### src/rtl/uart_tx_buffered.sv
// Buffered UART transmitter: a small byte FIFO feeding an 8N1 serializer with optional parity.
// Frames are sent back to back; the line output is registered so it never glitches.
`timescale 1ns / 1ps

module uart_tx_buffered #(
  parameter int unsigned CLKS_PER_BIT = 217,
  parameter int unsigned FIFO_DEPTH   = 4,
  parameter bit          PARITY_EN    = 1'b0,
  parameter bit          PARITY_ODD   = 1'b0
) (
  input  logic                        i_Clock,
  input  logic                        i_Rst_n,
  input  logic                        i_TX_DV,
  input  logic [7:0]                  i_TX_Byte,
  output logic                        o_TX_Ready,
  output logic                        o_TX_Serial,
  output logic                        o_TX_Active,
  output logic                        o_TX_Done,
  output logic [$clog2(FIFO_DEPTH):0] o_FIFO_Count
);

  localparam int unsigned PtrW  = $clog2(FIFO_DEPTH);
  localparam int unsigned CntW  = PtrW + 1;
  localparam int unsigned BaudW = $clog2(CLKS_PER_BIT);

  localparam logic [CntW-1:0]  Full     = CntW'(FIFO_DEPTH);
  localparam logic [BaudW-1:0] BaudLast = BaudW'(CLKS_PER_BIT - 1);

  typedef enum logic [2:0] {StIdle, StStart, StData, StParity, StStop} state_e;

  state_e            state_q, state_d;
  logic [BaudW-1:0]  baud_q, baud_d;
  logic [2:0]        bit_q, bit_d;
  logic [7:0]        shift_q, shift_d;
  logic              parity_q, parity_d;
  logic              serial_q, serial_d;

  logic [7:0]        fifo_mem [FIFO_DEPTH];
  logic [PtrW-1:0]   wr_ptr_q, wr_ptr_d;
  logic [PtrW-1:0]   rd_ptr_q, rd_ptr_d;
  logic [CntW-1:0]   count_q, count_d;

  logic              wr_en;
  logic              pop;
  logic              baud_last;
  logic              fifo_nonempty;

  // Writes are gated by the registered count, so a write while full is dropped even if a pop
  // frees a slot in the same cycle.
  assign wr_en         = i_TX_DV && (count_q < Full);
  assign baud_last     = (baud_q == BaudLast);
  assign fifo_nonempty = (count_q != '0);

  always_comb begin
    state_d  = state_q;
    baud_d   = baud_q;
    bit_d    = bit_q;
    shift_d  = shift_q;
    parity_d = parity_q;
    pop      = 1'b0;

    unique case (state_q)
      StIdle: begin
        if (fifo_nonempty) begin
          pop     = 1'b1;
          state_d = StStart;
          baud_d  = '0;
        end
      end
      StStart: begin
        if (baud_last) begin
          state_d = StData;
          baud_d  = '0;
        end else begin
          baud_d = baud_q + BaudW'(1);
        end
      end
      StData: begin
        if (baud_last) begin
          baud_d = '0;
          if (bit_q == 3'd7) begin
            state_d = PARITY_EN ? StParity : StStop;
          end else begin
            bit_d   = bit_q + 3'd1;
            shift_d = {1'b0, shift_q[7:1]};
          end
        end else begin
          baud_d = baud_q + BaudW'(1);
        end
      end
      StParity: begin
        if (baud_last) begin
          state_d = StStop;
          baud_d  = '0;
        end else begin
          baud_d = baud_q + BaudW'(1);
        end
      end
      StStop: begin
        if (baud_last) begin
          baud_d = '0;
          if (fifo_nonempty) begin
            pop     = 1'b1;
            state_d = StStart;
          end else begin
            state_d = StIdle;
          end
        end else begin
          baud_d = baud_q + BaudW'(1);
        end
      end
      default: begin
        state_d = StIdle;
        baud_d  = '0;
      end
    endcase

    if (pop) begin
      shift_d  = fifo_mem[rd_ptr_q];
      parity_d = (^fifo_mem[rd_ptr_q]) ^ PARITY_ODD;
      bit_d    = '0;
    end
  end

  // Line level follows the state being entered, so it changes on the same edge as the state.
  always_comb begin
    serial_d = 1'b1;
    case (state_d)
      StStart:  serial_d = 1'b0;
      StData:   serial_d = shift_d[0];
      StParity: serial_d = parity_d;
      default:  serial_d = 1'b1;
    endcase
  end

  always_comb begin
    wr_ptr_d = wr_ptr_q;
    rd_ptr_d = rd_ptr_q;
    count_d  = count_q;
    if (wr_en) wr_ptr_d = wr_ptr_q + PtrW'(1);
    if (pop)   rd_ptr_d = rd_ptr_q + PtrW'(1);
    if (wr_en && !pop) begin
      count_d = count_q + CntW'(1);
    end else if (!wr_en && pop) begin
      count_d = count_q - CntW'(1);
    end
  end

  always_ff @(posedge i_Clock) begin
    if (wr_en) fifo_mem[wr_ptr_q] <= i_TX_Byte;
  end

  always_ff @(posedge i_Clock or negedge i_Rst_n) begin
    if (!i_Rst_n) begin
      state_q  <= StIdle;
      baud_q   <= '0;
      bit_q    <= '0;
      shift_q  <= '0;
      parity_q <= 1'b0;
      serial_q <= 1'b1;
      wr_ptr_q <= '0;
      rd_ptr_q <= '0;
      count_q  <= '0;
    end else begin
      state_q  <= state_d;
      baud_q   <= baud_d;
      bit_q    <= bit_d;
      shift_q  <= shift_d;
      parity_q <= parity_d;
      serial_q <= serial_d;
      wr_ptr_q <= wr_ptr_d;
      rd_ptr_q <= rd_ptr_d;
      count_q  <= count_d;
    end
  end

  assign o_TX_Ready   = (count_q < Full);
  assign o_TX_Serial  = serial_q;
  assign o_TX_Active  = (state_q != StIdle);
  assign o_TX_Done    = (state_q == StStop) && baud_last;
  assign o_FIFO_Count = count_q;

endmodule

### config.mk
export PLATFORM = sky130hd
export DESIGN_NAME = uart_tx_buffered
export DESIGN_NICKNAME = d
export VERILOG_FILES = /design/src/rtl/uart_tx_buffered.sv
export SDC_FILE = /design/constraint.sdc
export NUM_CORES = 1
export LEC_CHECK = 0
export ABC_AREA = 1
export BUFFER_PORTS_ARGS = -buffer_cell sky130_fd_sc_hd__buf_2
export CORE_MARGIN = 2
export CORE_UTILIZATION = 45
export DETAILED_ROUTE_END_ITERATION = 8
export GPL_ROUTABILITY_DRIVEN = 1
export GPL_TIMING_DRIVEN = 1
export HOLD_SLACK_MARGIN = 0.1
export PLACE_DENSITY = 0.7
export SLEW_MARGIN = 40
export SYNTH_ARGS = -nofsm -noshare
export SYNTH_HDL_FRONTEND = slang
export SYNTH_SLANG_ARGS = --single-unit
### constraint.sdc
create_clock -name i_Clock -period 5.57 [get_ports i_Clock]
set_clock_uncertainty 0.1 [all_clocks]
set_input_delay 0.8355 -clock i_Clock [delete_from_list [all_inputs] [get_ports i_Clock]]
set_output_delay 0.8355 -clock i_Clock [all_outputs]
set_load 0.005 [all_outputs]
# == Word level (Yosys, flattened, before mapping) ==
# Memories as Yosys holds them, arrays and structs flattened.
# Cells that the tools add are included.
# word_totals
in_bits,11
mem_count,1
mem_bits_rw,32
ff_bits,31
# op_classes
reduce_logical,15
n_lt_le_gt_ge,1
eq_ne,11
muxes,28
add_sub_neg,6
# memory_table
memory,words,word_bits,read_ports,rd_clocked_by_memory_dff,wr,line,source
fifo_mem,4,8,1,0,1,38,logic [7:0] fifo_mem [FIFO_DEPTH];
# op_table
operator,n
8-bit 2-to-1 mux,6
3-bit 2-to-1 mux,12
8-bit one-hot mux with 2 select lines,1
3-bit one-hot mux with 5 select lines,1
3-bit by 2-bit equality test with 1-bit output (second input constant),4
8-bit by 1-bit adder with 8-bit output (second input constant),1
8-bit equality test (second input constant),1
8-bit XOR reduction,1
3-bit by 1-bit adder with 3-bit output (second input constant),2
3-bit by 1-bit equality test with 1-bit output (second input constant),2
3-bit equality test (second input constant),2
1-bit 2-to-1 mux,6
2-bit nonzero test,3
3-bit nonzero test,2
2-bit by 1-bit adder with 2-bit output (second input constant),2
1-bit logical AND,4
2-bit != test (second input constant),2
4-bit OR reduction,1
3-bit logical NOT,1
3-bit < comparator (second input constant),1
1-bit one-hot mux with 3 select lines,1
3-bit AND reduction,1
3-bit by 1-bit subtractor with 3-bit output (second input constant),1
1-bit logical NOT,2
1-bit one-hot mux with 2 select lines,1

# == Depth between registers and ports, before layout ==
# depth
depth_word,7
mapped_depth,16

# == Least setup slack after synthesis ==
# Ideal clock, no wire load.
# synth_timing
path_type,reg2reg
startpoint,register baud_q[0]
endpoint,"register count_q[1], in the netlist o_FIFO_Count[1]"
slack_ns,3.118
stages_incl_launch_ff,12
t_arrival_ns,2.227
setup_ns,0.125
required_time_ns,5.345
cell_sequence,dfrtp_1 inv_1 ha_1 nand3_2 nor3_4 inv_2 nor2_4 o21ai_4 ha_1 inv_1 fa_1 mux2_2
# synth_via
elab_chain_len,6
word_cells_on_any_way,8
cone_classes,eq/ne (1); mux (3); reduce/logical (4)
# synth_lines
item,line,source
from (decl),32,"logic [BaudW-1:0] baud_q, baud_d;"
from (signal assigned),166,baud_q <= baud_d;
8-bit equality test,51,assign baud_last = (baud_q == BaudLast);
1-bit 2-to-1 mux,100,if (baud_last) begin
1-bit one-hot mux with 2 select lines,62,unique case (state_q)
1-bit logical NOT,142,if (wr_en && !pop) begin
1-bit logical AND,142,
3-bit 2-to-1 mux,142,
net count_d[1],41,"logic [CntW-1:0] count_q, count_d;"
to (signal assigned),173,count_q <= count_d;
to (decl),41,
# The timed path passes the listed nets, and every way through them passes these cells.
# A chain may end at the register's enable or synchronous reset.

# == Worst setup path in the final report ==
# layout_timing
startpoint,register baud_q[0]
endpoint,output o_TX_Done
# layout_via
elab_chain_len,2
# layout_lines
item,line,source
8-bit equality test,51,
1-bit logical AND,180,assign o_TX_Done = (state_q == StStop) && baud_last;
to (decl),18,"output logic o_TX_Done,"
# No other way between the ends.

==> flow_metrics.tcl <==
set metrics [dict create \
    outcome "completed" \
    mostFrequentLayoutCell "nand2_1" \
    wl_met2_mm 2.82 \
    num_io_pins 18 \
    synthXorXnorAreaFrac_pct 1.65 \
    ir_drop_uv 198 \
    worstSetupStartpointType "register" \
    synth-compound-area-share_pct 5.27 \
    max_freq_mhz 367 \
    slew_headroom_pct 48.1 \
    crit_fanout 9 \
    synth_edf_count 32 \
    hp-start "baud_q[0]$_DFFE_PN0P_" \
    cts_max_path_buffers 2 \
    met3_length_um 215 \
    io_buffers 17 \
    netlist_area_sq_um 3180 \
    synth_mux_area_share_pct 0.354 \
    synth_seq_cells 63 \
    clock-root-buffer "clkbuf_8" \
    drv_cap 0 \
    power.density_nw_per_um2 327 \
    crit_buf_inv 3 \
    row_count 30 \
    hp-class "register to register" \
    cp_slowest_cell "dfrtp_1" \
    grt_pass1_wl_mm 10.1 \
    cp_top_family "simple AND/OR/NAND/NOR gates" \
    slew_violations 0 \
    endpoint_kind "output port" \
    cp.arrival_ps 1790 \
    insertion_delay_ps 340 \
    cts_buffers 9 \
    coreArea_sq_um 6830 \
    synth_top_area_share_pct 30.2 \
    layout_common_cells "nand2_1, inv_1, edfxtp_1" \
    slowest_delay_ps 420 \
    synth_largest_area_cell "edfxtp_1" \
    r2r-start "baud_q[0]$_DFFE_PN0P_" \
    postSynthCellCount 354 \
    wl_met1_mm 2.65 \
    fin_crit_ps 2730 \
    path_clk_slew_ps 70 \
    timing.hold.ws_ps 423 \
    setup_viol 0 \
    h-tree-depth 3 \
    synth_top_family_by_area "simple AND/OR/NAND/NOR gates" \
    whs_path_depth 1 \
    grt_pass1_vias 2266 \
    postCtsResizedCells 0 \
    tightest_slew_ps 776 \
    tns_ps 0 \
    power_leakage_nw 1.65 \
    synth_async_sr_flop_share_pct 49.2 \
    totalWireLength_mm 5.75 \
    period_share_pct 48.9 \
    diodes 0 \
    ys.warnings.count 0 \
    synth_flop_cell "edfxtp_1" \
    synth_fp_nets 375 \
    drive_above_1_share_pct 12.4 \
    drtIter0Drc 127 \
    r2r-end "o_FIFO_Count[1]$_DFFE_PN0P_" \
    grt_use_total_pct 17.1 \
    place_ws_ps 2950 \
    reg2reg_depth 11 \
    die_w_um 88.1 \
    grt_max_degree 32 \
    drtAntennaViolNets 0 \
    die_area_sq_um 7760 \
    worstSetupPathType "register to output port" \
    setup_ws_ps 2840 \
    r2r_slack_ps 2930 \
    drtPass1Iterations 4 \
    hold_end "baud_q[0]$_DFFE_PN0P_" \
    wl_per_cell_um 12.1 \
    cts_sinks 63 \
    startpoint "baud_q[0]$_DFFE_PN0P_" \
    cts_tree "built" \
    antenna_found_initial 0 \
    synth_area_leaders "edfxtp_1, dfrtp_1, nand2_1" \
    yosys.area_share.simple_pct 26.7 \
    rsz0062_at_grt "false" \
    worstPathCellList "inv_1 -> ha_1 -> nand3_2 -> nor3_4 -> inv_2 -> nor2_4 -> buf_2" \
    dp_hpwl_mm 4.05 \
    grt.overflow.total 0 \
    vias_per_cell 4.87 \
    finalHoldViolations 0 \
    topRoutingLayerUsed "met4" \
    ctsHoldBuffers 0 \
    final_nets 395 \
    syn_area_per_cell_sq_um 8.99 \
    vias 2312 \
    area_growth_syn_to_layout_pct 10.8 \
    post-cts-setup-buffer-count 0 \
    synth_fa_ha_area_share_pct 4.17 \
    ys_seq_area_share_pct 54.6 \
    gp_congestion 0.743 \
    synth_cell_types 39 \
    cp.required_ps 4630 \
    drc 0 \
    initial_core_util_pct 46.6 \
    die_height_um 88.1 \
]
## kinds of logic (layout without fill, tap and decap cells)
family | count (synthesis) | count (layout)
AOI/OAI and AO/OA | 24 | 24
xor gates and xnor gates | 6 | 6
adders and majority gates | 10 | 10
buffers and inverters | 54 | 79
DFF | 63 | 63
muxes | 1 | 1
and+or+nand+nor | 196 | 196
## area by class of cell
class | instances | area [sq um]
clock buffer | 14 | 184
timing repair buffer | 17 | 85.1
inverter | 46 | 173
tap | 96 | 120
sequential | 63 | 1740
multi-input combinational | 237 | 1210
fill | 655 | 3310
clock inverter | 2 | 11.3
## state kept, by name (all words and copies together), names as in the netlist
signal        count
baud_q            8
bit_q             3
fifo_mem         32
o_FIFO_Count      3
o_TX_Serial       1
parity_q          1
rd_ptr_q          2
shift_q           8
state_q           3
wr_ptr_q          2
## per-stage QoR
stage / util [%] / instances / power [mW] / instance area, sq um
final: 51.6 / 475 / 1.15 / 3530
after global routing: 51.6 / 475 / 1.22 / 3530
after CTS: 51.6 / 475 / 1.17 / 3530
after detailed placement: 48.8 / 459 / 0.780 / 3330
after global placement: 48.8 / 459 / 0.769 / 3330
after floorplan: - / 354 / 0.713 / 3180
## power breakdown
| part | internal (mW) | switching [mW] |
|---|---|---|
| logic | 0.0708 | 0.120 |
| clock network | 0.213 | 0.173 |
| registers | 0.548 | 0.0280 |
| total | 0.832 | 0.321 |
## cells in the mapped netlist, types with 3 or more instances
master    instances
nand2_1         122
inv_1            43
edfxtp_1         32
dfrtp_1          30
nand3_1          28
nor2_1           23
ha_1              9
nor3_1            8
a21oi_1           6
o221ai_1          6
buf_2             5
o21ai_0           4
xor2_1            4
inv_2             3
## worst max path at each step
stage	slack [ps]	to	depth (start not counted)
5_1_grt	2700	o_TX_Done	7
4_1_cts	2820	o_TX_Done	7
3_3_place_gp	3030	o_FIFO_Count[1]$_DFFE_PN0P_	11
3_5_place_dp	2950	o_FIFO_Count[1]$_DFFE_PN0P_	11
2_1_floorplan	3120	o_FIFO_Count[1]$_DFFE_PN0P_	11
6_report	2840	o_TX_Done	7
## per-layer routing
| layer | vias to the layer above | track usage [%] |
|---|---|---|
| met5 | - | 0 |
| met4 | 0 | 6.61 |
| met3 | 8 | 5.37 |
| met2 | 43 | 28.1 |
| met1 | 1076 | 21.1 |
| li1 | 1185 | - |
Note: power is estimated with default switching activity, not from simulation.
